--- src/rtl/acc_op_scheduler.sv ---
// Two-requester, round-robin scheduler around one shared WIDTH-bit accumulator ALU with an iterative divider.
// Optional build macro ACC_SAT_EN: ADD/SUB become signed-saturating and rsp_sat reports clamping.
module acc_op_scheduler #(
    parameter int              WIDTH   = 32,
    parameter logic [WIDTH-1:0] RST_VAL = '0
) (
    input  logic                 clk,
    input  logic                 rst,
    input  logic [1:0]           req_valid,
    output logic [1:0]           req_ready,
    input  logic [7:0]           req_op,
    input  logic [2*WIDTH-1:0]   req_data,
    output logic                 rsp_valid,
    input  logic                 rsp_ready,
    output logic                 rsp_id,
    output logic [WIDTH-1:0]     rsp_data,
    output logic                 rsp_err,
    output logic                 rsp_sat,
    output logic                 busy
);

    localparam int SW = $clog2(WIDTH);

    localparam logic [3:0] OP_LOAD = 4'd0;
    localparam logic [3:0] OP_ADD  = 4'd1;
    localparam logic [3:0] OP_SUB  = 4'd2;
    localparam logic [3:0] OP_MUL  = 4'd3;
    localparam logic [3:0] OP_DIV  = 4'd4;
    localparam logic [3:0] OP_MOD  = 4'd5;
    localparam logic [3:0] OP_AND  = 4'd6;
    localparam logic [3:0] OP_OR   = 4'd7;
    localparam logic [3:0] OP_XOR  = 4'd8;
    localparam logic [3:0] OP_SHL  = 4'd9;
    localparam logic [3:0] OP_SHR  = 4'd10;
    localparam logic [3:0] OP_ASHL = 4'd11;
    localparam logic [3:0] OP_ASHR = 4'd12;

    typedef enum logic [1:0] {S_IDLE, S_DIV, S_RESP} state_t;

    state_t            r_state;
    state_t            w_state_nxt;
    logic [WIDTH-1:0]  r_acc;
    logic              r_rr_ptr;
    logic              r_rsp_id;
    logic              r_rsp_err;
    logic              r_rsp_sat;

    logic [WIDTH-1:0]  r_div_rem;
    logic [WIDTH-1:0]  r_div_quo;
    logic [WIDTH-1:0]  r_div_dvsr;
    logic              r_div_is_mod;
    logic [SW-1:0]     r_div_cnt;

    logic              w_any;
    logic              w_win;
    logic              w_accept;
    logic [3:0]        w_op;
    logic [WIDTH-1:0]  w_d;
    logic [SW-1:0]     w_sh;
    logic              w_is_div;
    logic [WIDTH-1:0]  w_alu;
    logic              w_alu_err;
    logic              w_alu_sat;

    logic [WIDTH:0]    w_div_shift;
    logic              w_div_ge;
    logic [WIDTH-1:0]  w_div_rem_nxt;
    logic [WIDTH-1:0]  w_div_quo_nxt;
    logic              w_div_last;

`ifdef ACC_SAT_EN
    // Returns {saturated, result} for a signed add (sub=0) or subtract (sub=1).
    function automatic logic [WIDTH:0] sat_addsub(input logic [WIDTH-1:0] a,
                                                  input logic [WIDTH-1:0] b,
                                                  input logic             sub);
        logic signed [WIDTH:0] ea;
        logic signed [WIDTH:0] eb;
        logic signed [WIDTH:0] r;
        ea = {a[WIDTH-1], a};
        eb = {b[WIDTH-1], b};
        r  = sub ? (ea - eb) : (ea + eb);
        if (r[WIDTH] != r[WIDTH-1]) begin
            if (r[WIDTH])
                return {1'b1, 1'b1, {(WIDTH-1){1'b0}}};
            return {1'b1, 1'b0, {(WIDTH-1){1'b1}}};
        end
        return {1'b0, r[WIDTH-1:0]};
    endfunction
`endif

    always_comb begin
        w_any = 1'b0;
        w_win = 1'b0;
        case (req_valid)
            2'b01:   begin w_any = 1'b1; w_win = 1'b0;     end
            2'b10:   begin w_any = 1'b1; w_win = 1'b1;     end
            2'b11:   begin w_any = 1'b1; w_win = r_rr_ptr; end
            default: begin w_any = 1'b0; w_win = 1'b0;     end
        endcase
    end

    assign w_accept  = (r_state == S_IDLE) && w_any && !rst;
    assign req_ready = w_accept ? (w_win ? 2'b10 : 2'b01) : 2'b00;
    assign w_op      = w_win ? req_op[7:4] : req_op[3:0];
    assign w_d       = w_win ? req_data[2*WIDTH-1:WIDTH] : req_data[WIDTH-1:0];
    assign w_sh      = w_d[SW-1:0];
    assign w_is_div  = (w_op == OP_DIV) || (w_op == OP_MOD);

    always_comb begin
        w_alu     = r_acc;
        w_alu_err = 1'b0;
        w_alu_sat = 1'b0;
        case (w_op)
            OP_LOAD: w_alu = w_d;
`ifdef ACC_SAT_EN
            OP_ADD:  {w_alu_sat, w_alu} = sat_addsub(r_acc, w_d, 1'b0);
            OP_SUB:  {w_alu_sat, w_alu} = sat_addsub(r_acc, w_d, 1'b1);
`else
            OP_ADD:  w_alu = r_acc + w_d;
            OP_SUB:  w_alu = r_acc - w_d;
`endif
            OP_MUL:  w_alu = r_acc * w_d;
            OP_DIV,
            OP_MOD:  w_alu = r_acc;
            OP_AND:  w_alu = r_acc & w_d;
            OP_OR:   w_alu = r_acc | w_d;
            OP_XOR:  w_alu = r_acc ^ w_d;
            OP_SHL,
            OP_ASHL: w_alu = r_acc << w_sh;
            OP_SHR:  w_alu = r_acc >> w_sh;
            OP_ASHR: w_alu = $unsigned($signed(r_acc) >>> w_sh);
            default: w_alu_err = 1'b1;
        endcase
    end

    // Restoring divider step: a zero divisor yields an all-ones quotient and the dividend as remainder.
    assign w_div_shift   = {r_div_rem, r_div_quo[WIDTH-1]};
    assign w_div_ge      = w_div_shift >= {1'b0, r_div_dvsr};
    assign w_div_rem_nxt = w_div_ge ? (w_div_shift[WIDTH-1:0] - r_div_dvsr) : w_div_shift[WIDTH-1:0];
    assign w_div_quo_nxt = {r_div_quo[WIDTH-2:0], w_div_ge};
    assign w_div_last    = (r_div_cnt == SW'(WIDTH - 1));

    always_comb begin
        w_state_nxt = r_state;
        case (r_state)
            S_IDLE: if (w_accept) w_state_nxt = w_is_div ? S_DIV : S_RESP;
            S_DIV:  if (w_div_last) w_state_nxt = S_RESP;
            S_RESP: if (rsp_ready) w_state_nxt = S_IDLE;
            default: w_state_nxt = S_IDLE;
        endcase
    end

    always_ff @(posedge clk) begin
        if (rst)
            r_state <= S_IDLE;
        else
            r_state <= w_state_nxt;
    end

    always_ff @(posedge clk) begin
        if (rst) begin
            r_acc     <= RST_VAL;
            r_rr_ptr  <= 1'b0;
            r_rsp_id  <= 1'b0;
            r_rsp_err <= 1'b0;
            r_rsp_sat <= 1'b0;
        end else if (w_accept) begin
            r_rsp_id  <= w_win;
            r_rsp_err <= w_is_div ? 1'b0 : w_alu_err;
            r_rsp_sat <= w_is_div ? 1'b0 : w_alu_sat;
            if (!w_is_div)
                r_acc <= w_alu;
            if (req_valid == 2'b11)
                r_rr_ptr <= ~w_win;
        end else if (r_state == S_DIV && w_div_last) begin
            r_acc <= r_div_is_mod ? w_div_rem_nxt : w_div_quo_nxt;
        end
    end

    always_ff @(posedge clk) begin
        if (w_accept) begin
            r_div_rem    <= '0;
            r_div_quo    <= r_acc;
            r_div_dvsr   <= w_d;
            r_div_is_mod <= (w_op == OP_MOD);
            r_div_cnt    <= '0;
        end else if (r_state == S_DIV) begin
            r_div_rem <= w_div_rem_nxt;
            r_div_quo <= w_div_quo_nxt;
            r_div_cnt <= r_div_cnt + SW'(1);
        end
    end

    assign rsp_valid = (r_state == S_RESP);
    assign rsp_data  = rsp_valid ? r_acc : '0;
    assign rsp_id    = r_rsp_id;
    assign rsp_err   = r_rsp_err;
    assign rsp_sat   = r_rsp_sat;
    assign busy      = (r_state != S_IDLE);

endmodule

--- config.mk ---
export PLATFORM = sky130hd
export DESIGN_NAME = acc_op_scheduler
export DESIGN_NICKNAME = d
export VERILOG_FILES = /design/src/rtl/acc_op_scheduler.sv
export SDC_FILE = /design/constraint.sdc
export NUM_CORES = 2
export LEC_CHECK = 0
export BUFFER_PORTS_ARGS = -buffer_cell sky130_fd_sc_hd__buf_2
export CAP_MARGIN = 5
export CORE_ASPECT_RATIO = 2
export CORE_UTILIZATION = 60
export CTS_BUF_LIST = sky130_fd_sc_hd__clkbuf_8
export DETAILED_ROUTE_END_ITERATION = 8
export GPL_TIMING_DRIVEN = 1
export MAX_ROUTING_LAYER = met4
export PLACE_DENSITY_LB_ADDON = 0.08
export SLEW_MARGIN = 40
export SYNTH_ARGS = -nofsm -noshare
export SYNTH_HDL_FRONTEND = slang
export SYNTH_SLANG_ARGS = --single-unit
--- constraint.sdc ---
create_clock -name clk -period 14.2 [get_ports clk]
set_input_delay 2.84 -clock clk [delete_from_list [all_inputs] [get_ports clk]]
set_output_delay 2.84 -clock clk [all_outputs]
set_load 0.02 [all_outputs]
==> run summary, run 1 <==
synthesis-stage register bit count - 139
Port Buffers - 114
grt total ovfl - 35
post-CTS setup buffers - 0
Resize count post-CTS - 0
sequential fraction of the synthesis area - 10.8%
Syn Inst Count - 3,900
IO Count - 116
Sink Count - 139
GP Congestion - 1.21
error message - [ERROR GRT-0116] Global routing finished with congestion. Check the congestion regions in the DRC Viewer.
Die Span X - 165 um
top_reg_cell synth - dfxtp_1
H-Tree Depth - 4
Initial Util - 61.1%
outcome - stopped before the end
Setup WS pre-CTS - 1.83 ns
Syn Nets - 4,642
Fail Step - global routing
DP Cell Count - 4,541
share of flip-flops with an asynchronous set or reset - 0%
Avg Cell Area, Syn - 8.14 um2
DP HPWL - 123,000 um
number of global-route vias before repair - 37.0k
Mapped Area - 0.0317 mm2
DIE HEIGHT - 327 um
hold buffers post-CTS - 0
total track usage - 71.4%
Root Buffer Master - clkbuf_8
number of synthesized flops with an enable pin - 65
synth warn - 0
CTS max path bufs - 3
FP Rows - 118
cts bufs inserted - 25
synth unique cells - 105
largest net degree at the start of global routing - 55
first-pass GRT wire length - 265,000 um
## synthesized netlist by cell type (all sizes together), types with 26 or more instances
cell type | number | area share (%)
inv | 494 | 5.8
o21ai | 236 | 3.7
edfxtp | 65 | 6.2
and2 | 49 | 0.97
o211ai | 42 | 0.99
clkbuf | 142 | 1.7
nand3 | 96 | 1.5
mux2i | 50 | 1.6
a211oi | 45 | 1.1
xnor2 | 115 | 3.2
nor3 | 72 | 1.2
dfxtp | 74 | 4.7
xor2 | 34 | 0.94
mux4 | 30 | 2.1
a31oi | 37 | 0.73
a221oi | 26 | 0.74
fa | 410 | 26
nor2 | 493 | 5.9
a21o | 43 | 1.0
buf | 94 | 1.6
nand2 | 388 | 4.6
a21oi | 196 | 3.1
ha | 255 | 10
## cell families after synthesis
group                      count (synthesis)  synth area share [%]
xor gates and xnor gates                 158                  4.75
buffers and inverters                    745                  9.26
adders and majority gates                665                  35.9
muxes                                     96                  4.31
other                                      1                0.0118
DFF                                      139                  10.8
AOI/OAI and AO/OA                        876                  18.1
and+or+nand+nor                         1220                  16.8
## per-stage QoR
stage | area, um2 | util (%)
after floorplan | 31700 | -
after global placement | 32900 | 63.4
after detailed placement | 33000 | 63.5
after CTS | 33500 | 64.4
## routing by layer
layer,track usage (%),GRT overflow
met5,-,-
met4,68.3,20
met3,46.5,0
met2,90.2,14
met1,71.9,1
==> run 2, diff against run 1 <==
CORE_ASPECT_RATIO = default   (was 2)
CORE_UTILIZATION = 40   (was 60)
CTS_BUF_LIST = default   (was sky130_fd_sc_hd__clkbuf_8)
MAX_ROUTING_LAYER = default   (was met4)
PLACE_DENSITY_LB_ADDON = 0.15   (was 0.08)
==> run 2 against run 1 <==
- the run now ends clean
- synthesized cell count unchanged
- synthesized area unchanged
==> run summary, run 2 <==
initial antenna violation count - 6
share of cells above drive strength 1 - 9.99%
max-cap check violation count - 0
Initial DRC Count - 4,144
required time worst endpoint - 14.55 ns
die area - 0.0805 mm2
WL met1 - 61,300 um
ANT nets after route - 0
max-slew headroom at the worst pin - 32.8%
top post-synthesis cells by area - fa_1 26%, ha_1 10%, edfxtp_1 6.2%
hold buffers post-CTS - 0
synth unique cells - 105
Final Hold Viols - 0
GP Congestion - 1.07
actual slew at the worst max-slew pin - 1.00 ns
Worst Path Max Fanout - 27
met3 WL post-DR - 19,800 um
Clock Latency Late Sink - 0.44 ns
FP Rows - 102
top-area cell type share of the netlist area - 25.9%
Die Span X - 284 um
Root Buffer Master - clkbuf_16
Leak Pwr - 15.4 nW
synth warn - 0
# setup viols final - 0
outcome - completed
Port Buffers - 114
Mapped Area - 0.0317 mm2
top_reg_cell synth - dfxtp_1
grt total ovfl - 0
Slew Viols, Final - 0
kind of critical path - input port to register
maximum VDD drop - 0.338 mV
Startpoint Class - input port
fin nets - 4,661
hold path depth - 2
Worst Reg-to-Reg Cells - 29
number of synthesized flops with an enable pin - 65
Synth area leader - fa_1
CP Capture Type - register
WL met2 - 63,200 um
fmax - 0.0836 GHz
most frequent cells in the layout - 484 x nor2_1, 476 x inv_1, 410 x fa_1, 384 x nand2_1, 255 x ha_1
Syn Nets - 4,642
drc violations - 0
Power Density - 225 mW/mm2
core area - 0.0780 mm2
DR top layer - met5
TNS Setup - 0 ns
clock skew - 0.0154 ns
Layout area overhead - 7.94%
CTS max path bufs - 2
sequential fraction of the synthesis area - 10.8%
min Tclk post-route - 11.96 ns
cts bufs inserted - 17
Worst path slowest cell - clkinv_1
vias - 31.5k
IO Count - 116
first-pass GRT wire length - 222,000 um
delay of the slowest critical-path stage - 0.72 ns
H-Tree Depth - 4
Pre-antenna DRT Iters - 6
Sink Count - 139
Post-synth top cells - 488 x nor2_1, 481 x inv_1, 410 x fa_1
share of flip-flops with an asynchronous set or reset - 0%
most frequent cell after synthesis - nor2_1
Data arrival, critical path - 12.31 ns
number of global-route vias before repair - 30.5k
Avg Cell Area, Syn - 8.14 um2
CTS tree - built
synthesis-stage register bit count - 139
Syn Inst Count - 3,900
DIE HEIGHT - 284 um
Post-Route WL - 155,000 um
largest net degree at the start of global routing - 72
post-DR vias/cell - 6.32
Pwr Total - 0.00772 W
RSZ-0062 raised after global routing - false
post-CTS setup buffers - 0
commonest non-fill, non-tap cell in the layout - nor2_1
Clock Pin Slew Worst Setup and Hold Paths - 0.07 ns
DP HPWL - 116,000 um
Hold Path Class - register to register
routed len/inst - 31.2 um
Resize count post-CTS - 0
Tcrit/Tclk final - 84.2%
Worst path most repeated cell - fa_1
total track usage - 38.0%
Initial Util - 40.7%
==> run 2: cell counts after synthesis <==
No cell type changed its count.
==> run 2: where the power goes <==
group / internal (W) / leakage, nW / switching [W] / total (W)
registers: 0.000466 / 1.23 / 0.0000306 / 0.000497
logic: 0.00252 / 13.9 / 0.00423 / 0.00675
clock network: 0.000274 / 0.289 / 0.000198 / 0.000472
==> run 2: worst max-delay path: cells and delay by family <==
kind                     cells  cell delay, ns
AO/OA/AOI/OAI                5            1.14
XOR/XNOR                     1            0.40
adder cells (fa/ha/maj)      9            4.22
buffers and inverters        7            1.50
AND/OR/NAND/NOR              8            2.15
==> run 2: cells by family (layout without fill, tap and decap cells) <==
logic type / after synthesis / after routing / share of synthesized area [%]
AO/OA/AOI/OAI: 876 / 876 / 18.1
XOR/XNOR: 158 / 158 / 4.75
adder cells (fa/ha/maj): 665 / 665 / 35.9
buffers and inverters: 745 / 777 / 9.26
flip-flops: 139 / 139 / 10.8
multiplexers: 96 / 96 / 4.31
other: 1 / 6 / 0.0118
AND/OR/NAND/NOR: 1220 / 1220 / 16.8
==> run 2: area by class of cell <==
class / instances / area, um2
Fill cell: 8000 / 43700
Multi-Input combinational cell: 3016 / 25500
Sequential cell: 139 / 3430
Inverter: 509 / 1910
Timing Repair Buffer: 236 / 1510
Tap cell: 1040 / 1300
Clock buffer: 22 / 507
Clock inverter: 10 / 103
Antenna cell: 5 / 12.5
==> run 2: path summary, 6_finish.rpt <==
path | start | endpoint | slack (ns)
worst max-delay path | req_valid[1] | r_acc[31]$_SDFFE_PP0P_ | 2.24
worst min register to register | rsp_err$_SDFFE_PP0P_ | rsp_err$_SDFFE_PP0P_ | 0.46
worst max register to register | r_rr_ptr$_SDFFE_PP0P_ | r_acc[31]$_SDFFE_PP0P_ | 4.44
worst min-delay path | rsp_err$_SDFFE_PP0P_ | rsp_err$_SDFFE_PP0P_ | 0.46
==> run 2: per-stage QoR <==
step | cells | hold slack (ns) | setup slack, ns | instance area [um2] | utilization, %
finish | 4977 | 0.458 | 2.24 | 34300 | 43.9
global route | 4972 | 0.495 | 1.93 | 34200 | 43.9
CTS | 4971 | 0.456 | 2.16 | 34200 | 43.8
detailed placement | 4939 | 0.447 | 1.74 | 33600 | 43.1
global placement | 4939 | 0.440 | 1.92 | 33500 | 43.0
floorplan | 3900 | 0.439 | 2.55 | 31700 | -
==> run 2: metal layers <==
layer / vias up / track usage, %
met5: - / 0
met4: 6 / 22.0
met3: 462 / 10.7
met2: 2223 / 55.0
met1: 15500 / 50.5
li1: 13300 / -
Power figures use the tool's default switching activity.
